File: src/rtl/cmd_cfg_pkg.sv
// cmd_cfg_pkg: shared definitions for the command/configuration block.
// Holds the command opcode encoding, the positive-acknowledge response byte
// and the controller state type.
package cmd_cfg_pkg;

    typedef enum logic [7:0] {
        OP_SET_PTCH  = 8'h02,
        OP_SET_ROLL  = 8'h03,
        OP_SET_YAW   = 8'h04,
        OP_SET_THRST = 8'h05,
        OP_CALIBRATE = 8'h06,
        OP_EMER_LAND = 8'h07,
        OP_MTRS_OFF  = 8'h08
    } opcode_t;

    localparam logic [7:0] POS_ACK = 8'hA5;

    typedef enum logic [2:0] {
        ST_IDLE    = 3'd0,
        ST_SPIN    = 3'd1,
        ST_CAL     = 3'd2,
        ST_ACK     = 3'd3,
        ST_WAIT_TX = 3'd4
    } state_t;

endpackage

File: src/rtl/cmd_cfg_spinup_tmr.sv
// spinup_tmr: free-running up counter that times motor spin-up before
// inertial calibration starts.
// Ports:
//   clk  - rising-edge clock
//   clr  - synchronous clear (highest priority)
//   en   - count enable
//   full - high while the counter holds all ones
module spinup_tmr #(
    parameter int unsigned WIDTH = 9
) (
    input  logic clk,
    input  logic clr,
    input  logic en,
    output logic full
);

    logic [WIDTH-1:0] r_cnt;

    // Count register; clear doubles as the block reset.
    always_ff @(posedge clk) begin
        if (clr) begin
            r_cnt <= '0;
        end else if (en) begin
            r_cnt <= r_cnt + WIDTH'(1);
        end
    end

    assign full = &r_cnt;

endmodule

File: src/rtl/cmd_cfg.sv
// cmd_cfg: decodes 24-bit commands (opcode + 16-bit parameter) from the UART
// receiver, holds the flight setpoints, sequences motor spin-up and inertial
// calibration, and acknowledges each accepted command with one response byte.
// Ports:
//   clk, rst            - clock, synchronous active-high reset
//   cmd_rdy/cmd/data    - command from the receiver
//   clr_cmd_rdy         - consumes the current command (combinational)
//   resp/send_resp      - response byte and its transmit request
//   resp_sent           - response transmission complete
//   d_ptch/d_roll/d_yaw - signed attitude setpoints
//   thrst               - unsigned thrust setpoint
//   strt_cal/cal_done   - calibration handshake
//   inertial_cal        - high during spin-up and calibration
//   motors_off          - forces motors off
module cmd_cfg
    import cmd_cfg_pkg::*;
#(
    parameter bit FAST_SIM = 1'b1
) (
    input  logic               clk,
    input  logic               rst,
    input  logic               cmd_rdy,
    input  logic [7:0]         cmd,
    input  logic [15:0]        data,
    output logic               clr_cmd_rdy,
    output logic [7:0]         resp,
    output logic               send_resp,
    input  logic               resp_sent,
    output logic signed [15:0] d_ptch,
    output logic signed [15:0] d_roll,
    output logic signed [15:0] d_yaw,
    output logic [8:0]         thrst,
    output logic               strt_cal,
    output logic               inertial_cal,
    input  logic               cal_done,
    output logic               motors_off
);

    localparam int unsigned TMR_W = FAST_SIM ? 9 : 26;

    state_t             r_state;
    logic signed [15:0] r_d_ptch;
    logic signed [15:0] r_d_roll;
    logic signed [15:0] r_d_yaw;
    logic [8:0]         r_thrst;
    logic               r_motors_off;

    logic w_take;
    logic w_tmr_clr;
    logic w_tmr_en;
    logic w_full;

    // A command is consumed only in IDLE; everything is masked while in reset.
    assign w_take       = (r_state == ST_IDLE) && cmd_rdy && !rst;
    assign clr_cmd_rdy  = w_take;
    assign send_resp    = (r_state == ST_ACK) && !rst;
    assign strt_cal     = (r_state == ST_SPIN) && w_full && !rst;
    assign inertial_cal = ((r_state == ST_SPIN) || (r_state == ST_CAL)) && !rst;
    assign resp         = POS_ACK;

    assign w_tmr_clr = rst || (w_take && (cmd == OP_CALIBRATE));
    // Stop at all-ones so the terminal value holds for the single SPIN exit cycle.
    assign w_tmr_en  = (r_state == ST_SPIN) && !w_full;

    spinup_tmr #(
        .WIDTH (TMR_W)
    ) u_spinup_tmr (
        .clk  (clk),
        .clr  (w_tmr_clr),
        .en   (w_tmr_en),
        .full (w_full)
    );

    // Controller state and setpoint registers.
    always_ff @(posedge clk) begin
        if (rst) begin
            r_state      <= ST_IDLE;
            r_d_ptch     <= '0;
            r_d_roll     <= '0;
            r_d_yaw      <= '0;
            r_thrst      <= '0;
            r_motors_off <= 1'b1;
        end else begin
            case (r_state)
                ST_IDLE: begin
                    if (cmd_rdy) begin
                        case (cmd)
                            OP_SET_PTCH: begin
                                r_d_ptch <= data;
                                r_state  <= ST_ACK;
                            end
                            OP_SET_ROLL: begin
                                r_d_roll <= data;
                                r_state  <= ST_ACK;
                            end
                            OP_SET_YAW: begin
                                r_d_yaw <= data;
                                r_state <= ST_ACK;
                            end
                            OP_SET_THRST: begin
                                r_thrst <= data[8:0];
                                r_state <= ST_ACK;
                            end
                            OP_CALIBRATE: begin
                                r_motors_off <= 1'b0;
                                r_state      <= ST_SPIN;
                            end
                            OP_EMER_LAND: begin
                                r_d_ptch <= '0;
                                r_d_roll <= '0;
                                r_d_yaw  <= '0;
                                r_thrst  <= '0;
                                r_state  <= ST_ACK;
                            end
                            OP_MTRS_OFF: begin
                                r_motors_off <= 1'b1;
                                r_state      <= ST_ACK;
                            end
                            // Unknown opcode: consumed silently, stay in IDLE.
                            default: r_state <= ST_IDLE;
                        endcase
                    end
                end
                ST_SPIN: begin
                    if (w_full) begin
                        r_state <= ST_CAL;
                    end
                end
                ST_CAL: begin
                    if (cal_done) begin
                        r_state <= ST_ACK;
                    end
                end
                // resp_sent is only credited from WAIT_TX onward.
                ST_ACK: r_state <= ST_WAIT_TX;
                ST_WAIT_TX: begin
                    if (resp_sent) begin
                        r_state <= ST_IDLE;
                    end
                end
                default: r_state <= ST_IDLE;
            endcase
        end
    end

    assign d_ptch     = r_d_ptch;
    assign d_roll     = r_d_roll;
    assign d_yaw      = r_d_yaw;
    assign thrst      = r_thrst;
    assign motors_off = r_motors_off;

endmodule

File: config.mk
export PLATFORM = sky130hd
export DESIGN_NAME = cmd_cfg
export DESIGN_NICKNAME = d
export VERILOG_FILES = /design/src/rtl/cmd_cfg_pkg.sv /design/src/rtl/cmd_cfg_spinup_tmr.sv /design/src/rtl/cmd_cfg.sv
export SDC_FILE = /design/constraint.sdc
export NUM_CORES = 1
export LEC_CHECK = 0
export CAP_MARGIN = 20
export CORE_MARGIN = 1
export CORE_UTILIZATION = 49
export DETAILED_ROUTE_END_ITERATION = 6
export PLACE_DENSITY = 0.85
export SETUP_SLACK_MARGIN = 0.15
export SLEW_MARGIN = 25
export SYNTH_ARGS = -nofsm -noshare
export SYNTH_HDL_FRONTEND = slang
export SYNTH_HIERARCHICAL = 1
export SYNTH_SLANG_ARGS = --single-unit
File: constraint.sdc
create_clock -name clk -period 6.3 [get_ports clk]
set_input_delay 1.89 -clock clk [delete_from_list [all_inputs] [get_ports clk]]
set_output_delay 1.89 -clock clk [all_outputs]
set_load 0.05 [all_outputs]
==> results by group <==
Run status
  – Outcome: finished, final reports clean

Die
  – DIE AREA: 6310 um2
  – I/O Pins: 99
  – DIE HEIGHT: 79.4 um
  – Die Wd: 79.4 um
  – Starting Density: 0.521
  – Placement row count: 27
  – Core area: 5640 um2

Synth
  – Synth warn: 6
  – Post-synth EDFFs: 0
  – Seq cells post-synth: 70
  – Post-synthesis cell type count: 42
  – Post-Syn Area per Cell: 9.70 um2
  – Mapped Cells: 303
  – Post-synth top flop: dfxtp_1
  – Mapped Area: 2940 um2
  – Ys async rst share: 0
  – Sequential area share after synthesis: 0.477

Finish
  – Core Util, Final: 0.706
  – Layout cells sized above 1: 0.0588
  – ANT cells: 0
  – Final layout net count: 417
  – Layout area overhead: 35.5%

Clock network
  – Worst skew pair latency: 0.34 ns
  – Number of H-tree levels: 3
  – CTS Root Cell: clkbuf_8
  – CTS tree: built
  – Cts repair resizes: 0
  – Clk slew on worst S/H paths: 0.07 ns
  – Post-CTS setup buffer count: 0
  – Clock Tree Buf Depth: 2
  – Post-CTS Hold Buffers: 0
  – Total CTS buffers: 9
  – CTS sink count: 70

Detailed routing
  – Drt via density: 5.04
  – Routed WL per cell: 14.2 um
  – DRT antenna net count: 0
  – Initial DRC Count: 89
  – 1st-pass router iterations: 4
  – DRC errors left: 0
  – Final WL: 6580 um
  – Via count: 2333

Critical path
  – Largest stage delay, worst path: 0.80 ns
  – Crit path required time: 4.41 ns
  – Worst path slowest cell: clkdlybuf4s50_1
  – Setup CP Type: input port to output pin
  – Crit-path leading delay family: buffers and inverters
  – Minimum setup slack among reg-to-reg paths: 3.72 ns
  – CP max FO: 3
  – Critical path arrival: 3.79 ns
  – Cell mode on critical path: clkdlybuf4s50_1
  – CP Cell Sequence: clkdlybuf4s50_1, or4b_4, nor2_1, clkdlybuf4s50_1
  – Buf+Inv Stages, Crit Path: 2
  – Critical Path Sink Type: output pin
  – CP startpoint kind: input port

Min path
  – Worst Hold Class: flop to flop

Timing
  – Worst-Margin Slew: 1.01 ns
  – Final setup fails: 0
  – Rel. slew slack: 0.322
  – Fin crit period: 5.68 ns
  – Final period utilization: 0.901
  – Slew Limit Fails: 0
  – Skew final: 0.00753 ns
  – Fin Setup TNS: 0 ns
  – Maximum clock rate: 0.176 GHz
  – RSZ-0062 raised after global routing: false
  – Hold Slack: 0.459 ns
  – Final hold violations: 0

Placed design
  – Gp weighted congestion: 0.883
  – IO buf count: 90
  – DPL Wire Length: 4480 um

Power and ir drop
  – Peak supply drop: 0.000163 V
  – Lkg Pwr: 1.51 nW
  – P per Cell Area: 218 nW/um2

Job
  – Maxcap violations: 0

Global route
  – Largest net degree at the start of global routing: 60
  – Antenna violations before repair: 0
  – First-pass GRT wire length: 10900 um
  – All-layer global routing usage: 0.227
  – Grt ovf: 0
  – Vias in the first global route: 2272
==> routing by layer <==
layer	global-route usage	up-vias	routed length [um]
met3	0.0469	9	314
li1	-	1178	-
met4	0.0927	0	106
met5	0	-	0
met1	0.280	1077	2980
met2	0.383	69	3170
==> where the power goes <==
part / switching (mW) / internal, mW
Combinational: 0.0386 / 0.0246
Clock: 0.155 / 0.204
Sequential: 0.000983 / 0.443
==> final cells by class <==
class | count | area [um2]
Fill cell | 441 | 1660
Sequential cell | 70 | 1400
Multi-Input combinational cell | 213 | 1380
Timing Repair Buffer | 91 | 908
Clock buffer | 13 | 159
Tap cell | 72 | 90.1
Clock inverter | 3 | 42.5
Inverter | 1 | 3.75
==> flip-flops by register name, summed over array words and instances, names as in the netlist <==
name,count
d_ptch,16
d_roll,16
d_yaw,16
motors_off,1
r_state,3
thrst,9
u_spinup_tmr/r_cnt,9
==> cells in the final DEF (no fill, tap or decap), types with 4 or more instances in the layout <==
cell type and n:
clkbuf_8 11, nor2_1 14, a21oi_1 5, dfxtp_1 70, nand2_1 77, conb_1 8
nand3_1 5, o21ai_0 4, mux2i_1 59, nor3_1 4, clkdlybuf4s50_1 90
==> cells by family (layout without fill, tap and decap cells) <==
group | Yosys count | in the layout | share of synthesized area
flops | 70 | 70 | 0.477
other cells | 2 | 8 | 0.00256
fa+ha+maj | 2 | 2 | 0.00851
compound gates | 15 | 15 | 0.0319
mux | 60 | 60 | 0.205
simple gates | 122 | 122 | 0.195
buf+inv | 26 | 108 | 0.0630
xor+xnor | 6 | 6 | 0.0179
==> path summary, 6_finish.rpt <==
check | start | endpoint | cells after the start
min | d_ptch[11] | d_ptch[11] | 2
min reg2reg | d_ptch[11] | d_ptch[11] | 2
max | cmd_rdy | clr_cmd_rdy | 4
max reg2reg | u_spinup_tmr/r_cnt[0] | u_spinup_tmr/r_cnt[6] | 8
==> per-stage QoR <==
stage                     setup WS (ns)  instances  cell area [um2]  total power [mW]
after floorplan                    1.38        309             2960             0.496
after global placement            0.629        447             3780             0.517
after detailed placement          0.612        447             3780             0.518
after CTS                         0.611        463             3980             0.875
after global routing              0.575        463             3980             0.901
final                             0.621        463             3980             0.867
==> worst min-delay path: stages (launching register included) <==
cell and delay (ns):
dfxtp_1 0.31, nand2_1 0.05, mux2i_1 0.05
==> synthesized netlist by cell type, types with 2 or more instances <==
cell type / count / area share
buf_12: 2 / 0.014
nor2_1: 14 / 0.018
and3_1: 4 / 0.0085
buf_4: 10 / 0.026
nand4_1: 3 / 0.0064
buf_6: 2 / 0.0077
mux2i_1: 59 / 0.20
nand2_1: 77 / 0.098
conb_1: 2 / 0.0026
a21oi_1: 5 / 0.0085
xnor2_1: 3 / 0.0089
or3_1: 3 / 0.0064
nand3_1: 5 / 0.0085
o21ai_0: 4 / 0.0068
nor3_1: 4 / 0.0068
xor2_1: 3 / 0.0089
dfxtp_1: 70 / 0.48
ha_1: 2 / 0.0085
clkbuf_1: 8 / 0.010
No activity file was read; power rests on OpenSTA's default activity.
